<file path="config.mk">
export PLATFORM = sky130hd
export DESIGN_NAME = reaction_match_mode
export DESIGN_NICKNAME = d
export VERILOG_FILES = /design/src/rtl/reaction_match_mode.sv
export SDC_FILE = /design/constraint.sdc
export NUM_CORES = 1
export LEC_CHECK = 0
export CAP_MARGIN = 0
export CORE_ASPECT_RATIO = 1.75
export CORE_MARGIN = 4
export CORE_UTILIZATION = 27
export DETAILED_ROUTE_END_ITERATION = 16
export GPL_ROUTABILITY_DRIVEN = 1
export GPL_TIMING_DRIVEN = 0
export PLACE_DENSITY = 0.45
export SLEW_MARGIN = 10
export SYNTH_ARGS = -nofsm -noshare
export SYNTH_HDL_FRONTEND = slang
export SYNTH_SLANG_ARGS = --single-unit
export TNS_END_PERCENT = 10
</file>
<file path="constraint.sdc">
create_clock -name cin -period 3.1 [get_ports cin]
set_input_delay 0.465 -clock cin [delete_from_list [all_inputs] [get_ports cin]]
set_output_delay 0.465 -clock cin [all_outputs]
set_load 0.05 [all_outputs]
</file>
<file path="src/rtl/reaction_match_mode.sv">
// Reaction-time match game: arm delay, random target on the LEDs, time the
// player until the switches match, and keep the best (smallest) time.
module reaction_match_mode #(
  parameter int N_SW       = 8,
  parameter int CNT_W      = 24,
  parameter int ARM_CYCLES = 1500,
  parameter int TIMEOUT    = 5000000
) (
  input  logic             cin,
  input  logic             rst,
  input  logic             selection,
  input  logic             key,
  input  logic [N_SW-1:0]  sw,
  output logic [N_SW-1:0]  light,
  output logic             armed,
  output logic             signal,
  output logic             fail,
  output logic [CNT_W-1:0] elapsed,
  output logic [CNT_W-1:0] highscore
);

  localparam int ARM_W = (ARM_CYCLES > 1) ? $clog2(ARM_CYCLES) : 1;
  localparam logic [ARM_W-1:0] ARM_LOAD    = ARM_W'(ARM_CYCLES - 1);
  localparam logic [CNT_W-1:0] ELAPSED_MAX = CNT_W'(TIMEOUT - 1);
  localparam logic [15:0]      LFSR_SEED   = 16'hACE1;
  localparam logic [15:0]      LFSR_TAPS   = 16'hB400;

  typedef enum logic [1:0] {IDLE, ARM, SHOW, DONE} state_t;

  state_t           state;
  logic [ARM_W-1:0] arm_cnt;
  logic [15:0]      lfsr;
  logic             key_q;
  logic             key_rise;

  // Right-shifting Galois form of x^16+x^14+x^13+x^11+1.
  function automatic logic [15:0] lfsr_next(input logic [15:0] s);
    return s[0] ? ((s >> 1) ^ LFSR_TAPS) : (s >> 1);
  endfunction

  // An all-zero target would be unmatchable-looking dark LEDs, so force bit 0.
  function automatic logic [N_SW-1:0] target_of(input logic [15:0] s);
    logic [N_SW-1:0] t;
    t = s[N_SW-1:0];
    return (t == '0) ? N_SW'(1) : t;
  endfunction

  assign key_rise = key & ~key_q;

  always_ff @(posedge cin or posedge rst) begin
    if (rst) begin
      state     <= IDLE;
      arm_cnt   <= '0;
      lfsr      <= LFSR_SEED;
      key_q     <= 1'b0;
      light     <= '0;
      armed     <= 1'b0;
      signal    <= 1'b0;
      fail      <= 1'b0;
      elapsed   <= '0;
      highscore <= '1;
    end else begin
      key_q  <= key;
      lfsr   <= lfsr_next(lfsr);
      signal <= 1'b0;
      fail   <= 1'b0;
      if (!selection) begin
        state <= IDLE;
        light <= '0;
        armed <= 1'b0;
      end else begin
        case (state)
          IDLE: begin
            if (key_rise) begin
              state   <= ARM;
              armed   <= 1'b1;
              arm_cnt <= ARM_LOAD;
              elapsed <= '0;
            end
          end
          ARM: begin
            // A fresh press while armed is a false start, even on the expiry cycle.
            if (key_rise) begin
              state <= DONE;
              armed <= 1'b0;
              fail  <= 1'b1;
            end else if (arm_cnt == '0) begin
              state <= SHOW;
              armed <= 1'b0;
              light <= target_of(lfsr);
            end else begin
              arm_cnt <= arm_cnt - 1'b1;
            end
          end
          SHOW: begin
            if (sw == light) begin
              state  <= DONE;
              light  <= '0;
              signal <= 1'b1;
              if (elapsed < highscore) highscore <= elapsed;
            end else if (elapsed == ELAPSED_MAX) begin
              state <= DONE;
              light <= '0;
              fail  <= 1'b1;
            end else begin
              elapsed <= elapsed + 1'b1;
            end
          end
          DONE: begin
            if (!key) state <= IDLE;
          end
          default: state <= IDLE;
        endcase
      end
    end
  end

endmodule

</file>
* After elaboration in Yosys (flattened, before gate mapping)
Cells that the tools add are included.
Storage, ports and cells: register bits 89, input bits 12, output and inout port bits 59, logic and storage cells 82
Cells by class: $lt $le $gt $ge 1, mux-type cells 37, reductions and logical operators 11, bitwise operators 3, add/sub/neg operators 2, eq/ne operators 18
Operators with widths (count):
- 2-to-1 mux 24 bit | 3
- 2-to-1 mux 8 bit | 6
- one-hot mux 24 bit (2 select lines) | 1
- 2-to-1 mux 11 bit | 3
- adder 24 x 1 -> 24 bit, second input constant | 1
- == test 24 x 23 -> 1 bit, second input constant | 1
- less-than comparator 24 bit | 1
- one-hot mux 11 bit (2 select lines) | 1
- 2-to-1 mux 16 bit | 1
- one-hot mux 8 bit (2 select lines) | 1
- 2-to-1 mux 2 bit | 7
- != test 3 bit, second input constant | 4
- AND reduction 4 bit | 3
- logical NOT 11 bit | 1
- 2-to-1 mux 1 bit | 11
- subtractor 11 x 1 -> 11 bit, second input constant | 1
- != test 2 bit, second input constant | 5
- AND reduction 5 bit | 2
- == test 8 bit | 1
- logical NOT 8 bit | 1
- != test 4 bit, second input constant | 2
- one-hot mux 2 bit (4 select lines) | 1
- != test 3 x 1 -> 1 bit, second input constant | 2
- == test 2 bit, second input constant | 2
- 8 further kinds | 10

* Logic depth before layout (Yosys ltp)
depth in word-level cells 6, depth in mapped cells 9, gate-level depth less buffers 8

* Least setup slack after synthesis
No wires, ideal clock.
path type register -> register, from register elapsed[13], to register highscore[13], period minus slack after synthesis 2.669 ns, data arrival time 2.587 ns, slack 0.431 ns, buffers on the path 1, library setup time 0.082 ns, stages on the path, launching flop included 9, required time 3.018 ns, cell sequence dfrtp_1 -> ha_1 -> a21o_1 -> a21o_1 -> a221oi_1 -> nor2_1 -> a211oi_2 -> buf_4 -> mux2_2
Between the ends: cells in the longest elaborated chain, start to end 2
Ends and longest elaborated chain:
- from (decl) | line 18 | output logic [CNT_W-1:0] elapsed,
- from (signal assigned) | line 106 | elapsed <= elapsed + 1'b1;
- less-than comparator 24 bit | line 100 | if (elapsed < highscore) highscore <= elapsed;
- AND reduction 4 bit (no line)
- to (signal assigned) | line 100
- to (decl) | line 19 | output logic [CNT_W-1:0] highscore
Parallel ways exist; a longest one is shown, timed or not. A chain may end at the register's enable or synchronous reset.

* Worst setup path after layout
from input port selection, to register highscore[23]
Between the ends: cells in the longest elaborated chain, start to end 1
Ends and longest elaborated chain:
- from (decl) | line 11 | input logic selection,
- AND reduction 4 bit (no line)
No other way between the ends.

==> results_dict.tcl <==
set metrics [dict create \
    vias_per_cell 4.919 \
    initial_core_util_pct 27.57 \
    ios 71 \
    combPwrFrac_pct 22.5 \
    grt_pass1_vias 3979 \
    status "finished, final reports clean" \
    grt_pass1_wl_um 20890 \
    synthToLayoutAreaGrowth_pct 27.80 \
    die_h_um 185.0 \
    syn-instance-count 462 \
    core_um2 17540 \
    clkSinkCount 89 \
    max_slew_margin_pct 35.83 \
    routed_wl_um 12990 \
    drtPass1Iterations 4 \
    post_drt_wl_per_cell_um 16.65 \
    cts_tree "yes" \
    synthTopCellsByArea "dfrtp_1 30%, dfstp_2 17%, ha_1 8.0%" \
    holdWs_ns 0.3588 \
    dieWidth_um 109.2 \
    rows 64 \
    setup_viol 0 \
    worstSkewPairLatency_ns 0.34 \
    swShare_pct 32.10 \
    layout-drive-gt1-share_pct 16.21 \
    synth_ff_type "dfrtp_1" \
    grt_start_max_net_pins 62 \
    htree_levels 3 \
    peakVddDrop_uv 244.4 \
    vias 3837 \
    multi_input_area_um2 2362 \
    seqCellArea_um2 2267 \
    cts-hold-fix-buffers 0 \
    cts-root-buf "clkbuf_16" \
    setup_slack_ns 0.2048 \
    period_minus_slack_ns 2.895 \
    post-route-drc-count 0 \
    yosysSeqAreaShare_pct 46.89 \
    fmax_mhz 345.4 \
    placed_cell_area_um2 5854 \
    hpwl_um 9857 \
    grt_setup_unrepaired "false" \
    synth_area_um2 4835 \
    clk_pin_slew_worst_paths_ns 0.07 \
    crit_type "input port to flip-flop" \
    yosys_warnings 0 \
    drt_iter0_markers 148 \
    cts_buffer_depth 2 \
    syn_avg_cell_area_um2 10.46 \
    grt-ovfl-total 0 \
    pwr-share-clk_pct 36.2 \
    dp_cells 764 \
    critPathCaptureType "flip-flop" \
    die_area_um2 20200 \
    powerDensity_nw_per_um2 509.4 \
    antenna_left 0 \
    antenna_cells 0 \
    portBuffers 70 \
    place_ws_ns -0.6030 \
    critical_path.max_fanout 10 \
    synth_edf_count 0 \
    yosysTopAreaCell "dfrtp_1" \
    skew_ns 0.008949 \
    post_cts_buffers 0 \
    yosys.area.top_type_share_pct 29.50 \
    fill_cells 1784 \
    hold_viol 0 \
    arrival_ns 3.16 \
    grt_antenna_before_repair 0 \
    p_switching_mw 1.010 \
    r2r_setup_slack_ns 0.30 \
    drv_slew 0 \
    cts_buffers 9 \
    track_usage_pct 13.41 \
    design_area_um2 6178 \
    crit_required_ns 3.37 \
    synth_nets 505 \
    cp-start-kind "input port" \
    p_int_mw 2.137 \
    ys_types 53 \
    worstMarginPinSlew_ns 0.9552 \
    power.leakage_nw 2.439 \
    share_seq_of_total_power_pct 41.3 \
    hp-class "flip-flop to flip-flop" \
    period_share_pct 93.39 \
    fin_nets 587 \
    place.gp.congestion 0.8170 \
    max_cap_viol_count 0 \
    async_reset_ff_share_pct 100.0 \
    layoutNonFillerInstCount 780 \
    ys_ff_latch 89 \
]
[layer usage]
layer / vias up / routed length [um] / track usage (%)
li1: 1825 / - / -
met1: 1903 / 5120 / 15.13
met2: 91 / 7077 / 24.82
met3: 18 / 405 / 2.023
met4: 0 / 384 / 5.207
met5: - / 0 / 0
[registers in the layout (all words and copies together) (netlist names)]
signal / count
armed: 1
signal: 1
lfsr: 16
arm_cnt: 11
state: 2
fail: 1
highscore: 24
light: 8
key_q: 1
elapsed: 24
[final timing paths]
check                           endpoint          from  cells after the start
max                        highscore[23]     selection                      8
min                              lfsr[7]       lfsr[8]                      0
max reg2reg                highscore[23]  highscore[9]                      9
min reg2reg                      lfsr[7]       lfsr[8]                      0
max in group asynchronous  highscore[13]           rst                      3
min in group asynchronous       light[2]           rst                      2
[synth_stat cells (all sizes together) (6+ instances only)]
cell     n
inv     33
nand4   15
mux2i   11
or4      6
a21o     8
nor2    15
nor2b   18
nand3   17
dfstp   32
dfrtp   57
nor4     8
or3     12
xnor2   14
nand2   24
clkbuf   9
buf      8
ha      31
o31ai   10
a21oi   26
mux2    23
o21ai   25
and2     6
[power by group through the flow]
stage	Combinational, mW	Sequential (mW)	Clock [mW]
after global routing	0.779	1.31	1.22
after CTS	0.719	1.30	1.18
after detailed placement	0.715	1.32	0
final	0.708	1.30	1.14
after global placement	0.698	1.32	0
after floorplan	0.451	1.35	0
[critical path, stage by stage]
cell	delay, ns
clkdlybuf4s50_1	0.50
clkbuf_1	0.34
nand2_1	0.12
nor3_2	0.34
o211ai_1	0.31
a211oi_4	0.42
buf_4	0.31
mux2_2	0.35
[stage by stage]
| stage | setup TNS, ns | utilization, % | power (mW) |
|---|---|---|---|
| 2_1_floorplan | 0 | - | 1.803 |
| 3_3_place_gp | -88.81 | 33.21 | 2.014 |
| 3_5_place_dp | -12.81 | 33.38 | 2.035 |
| 4_1_cts | 0 | 35.23 | 3.197 |
| 5_1_grt | 0 | 35.23 | 3.313 |
| 6_report | 0 | 35.23 | 3.147 |
[cell families (layout without fill, tap and decap cells)]
group	count (synthesis)	count (layout)	synth area share (%)
AO/OA/AOI/OAI	93	93	12.37
multiplexers	34	34	7.635
XOR/XNOR	18	18	3.261
buffers and inverters	50	137	4.503
flip-flops	89	89	46.89
AND/OR/NAND/NOR	147	147	17.31
adder cells (fa/ha/maj)	31	31	8.023
[cell type report]
class	count	area share, %
Clock inverter	6	1.175
Clock buffer	10	3.868
Inverter	33	2.045
Tap cell	231	4.678
Buffer	17	1.519
Timing Repair Buffer	71	11.79
Sequential cell	89	36.69
Multi-Input combinational cell	323	38.23
[repair_timing]
item                       4_1_cts  5_1_grt
resized for setup                2        0
pin swaps                        0        1
cloned                           0        0
setup endpoints to repair       20        9
[cells in the final DEF, fill, tap and decap left out, drive strengths merged, types with 6 or more instances in the layout]
cell type / count
ha: 31
and2: 6
mux2: 23
a21o: 8
a21oi: 26
or3: 12
mux2i: 11
nand3: 17
dfrtp: 57
clkdlybuf4s50: 70
nand2: 24
buf: 9
o21ai: 25
o31ai: 10
inv: 35
nor2: 15
clkbuf: 19
nand4: 15
dfstp: 32
xnor2: 14
nor2b: 18
nor4: 8
or4: 6
(Power assumes the default switching activity.)
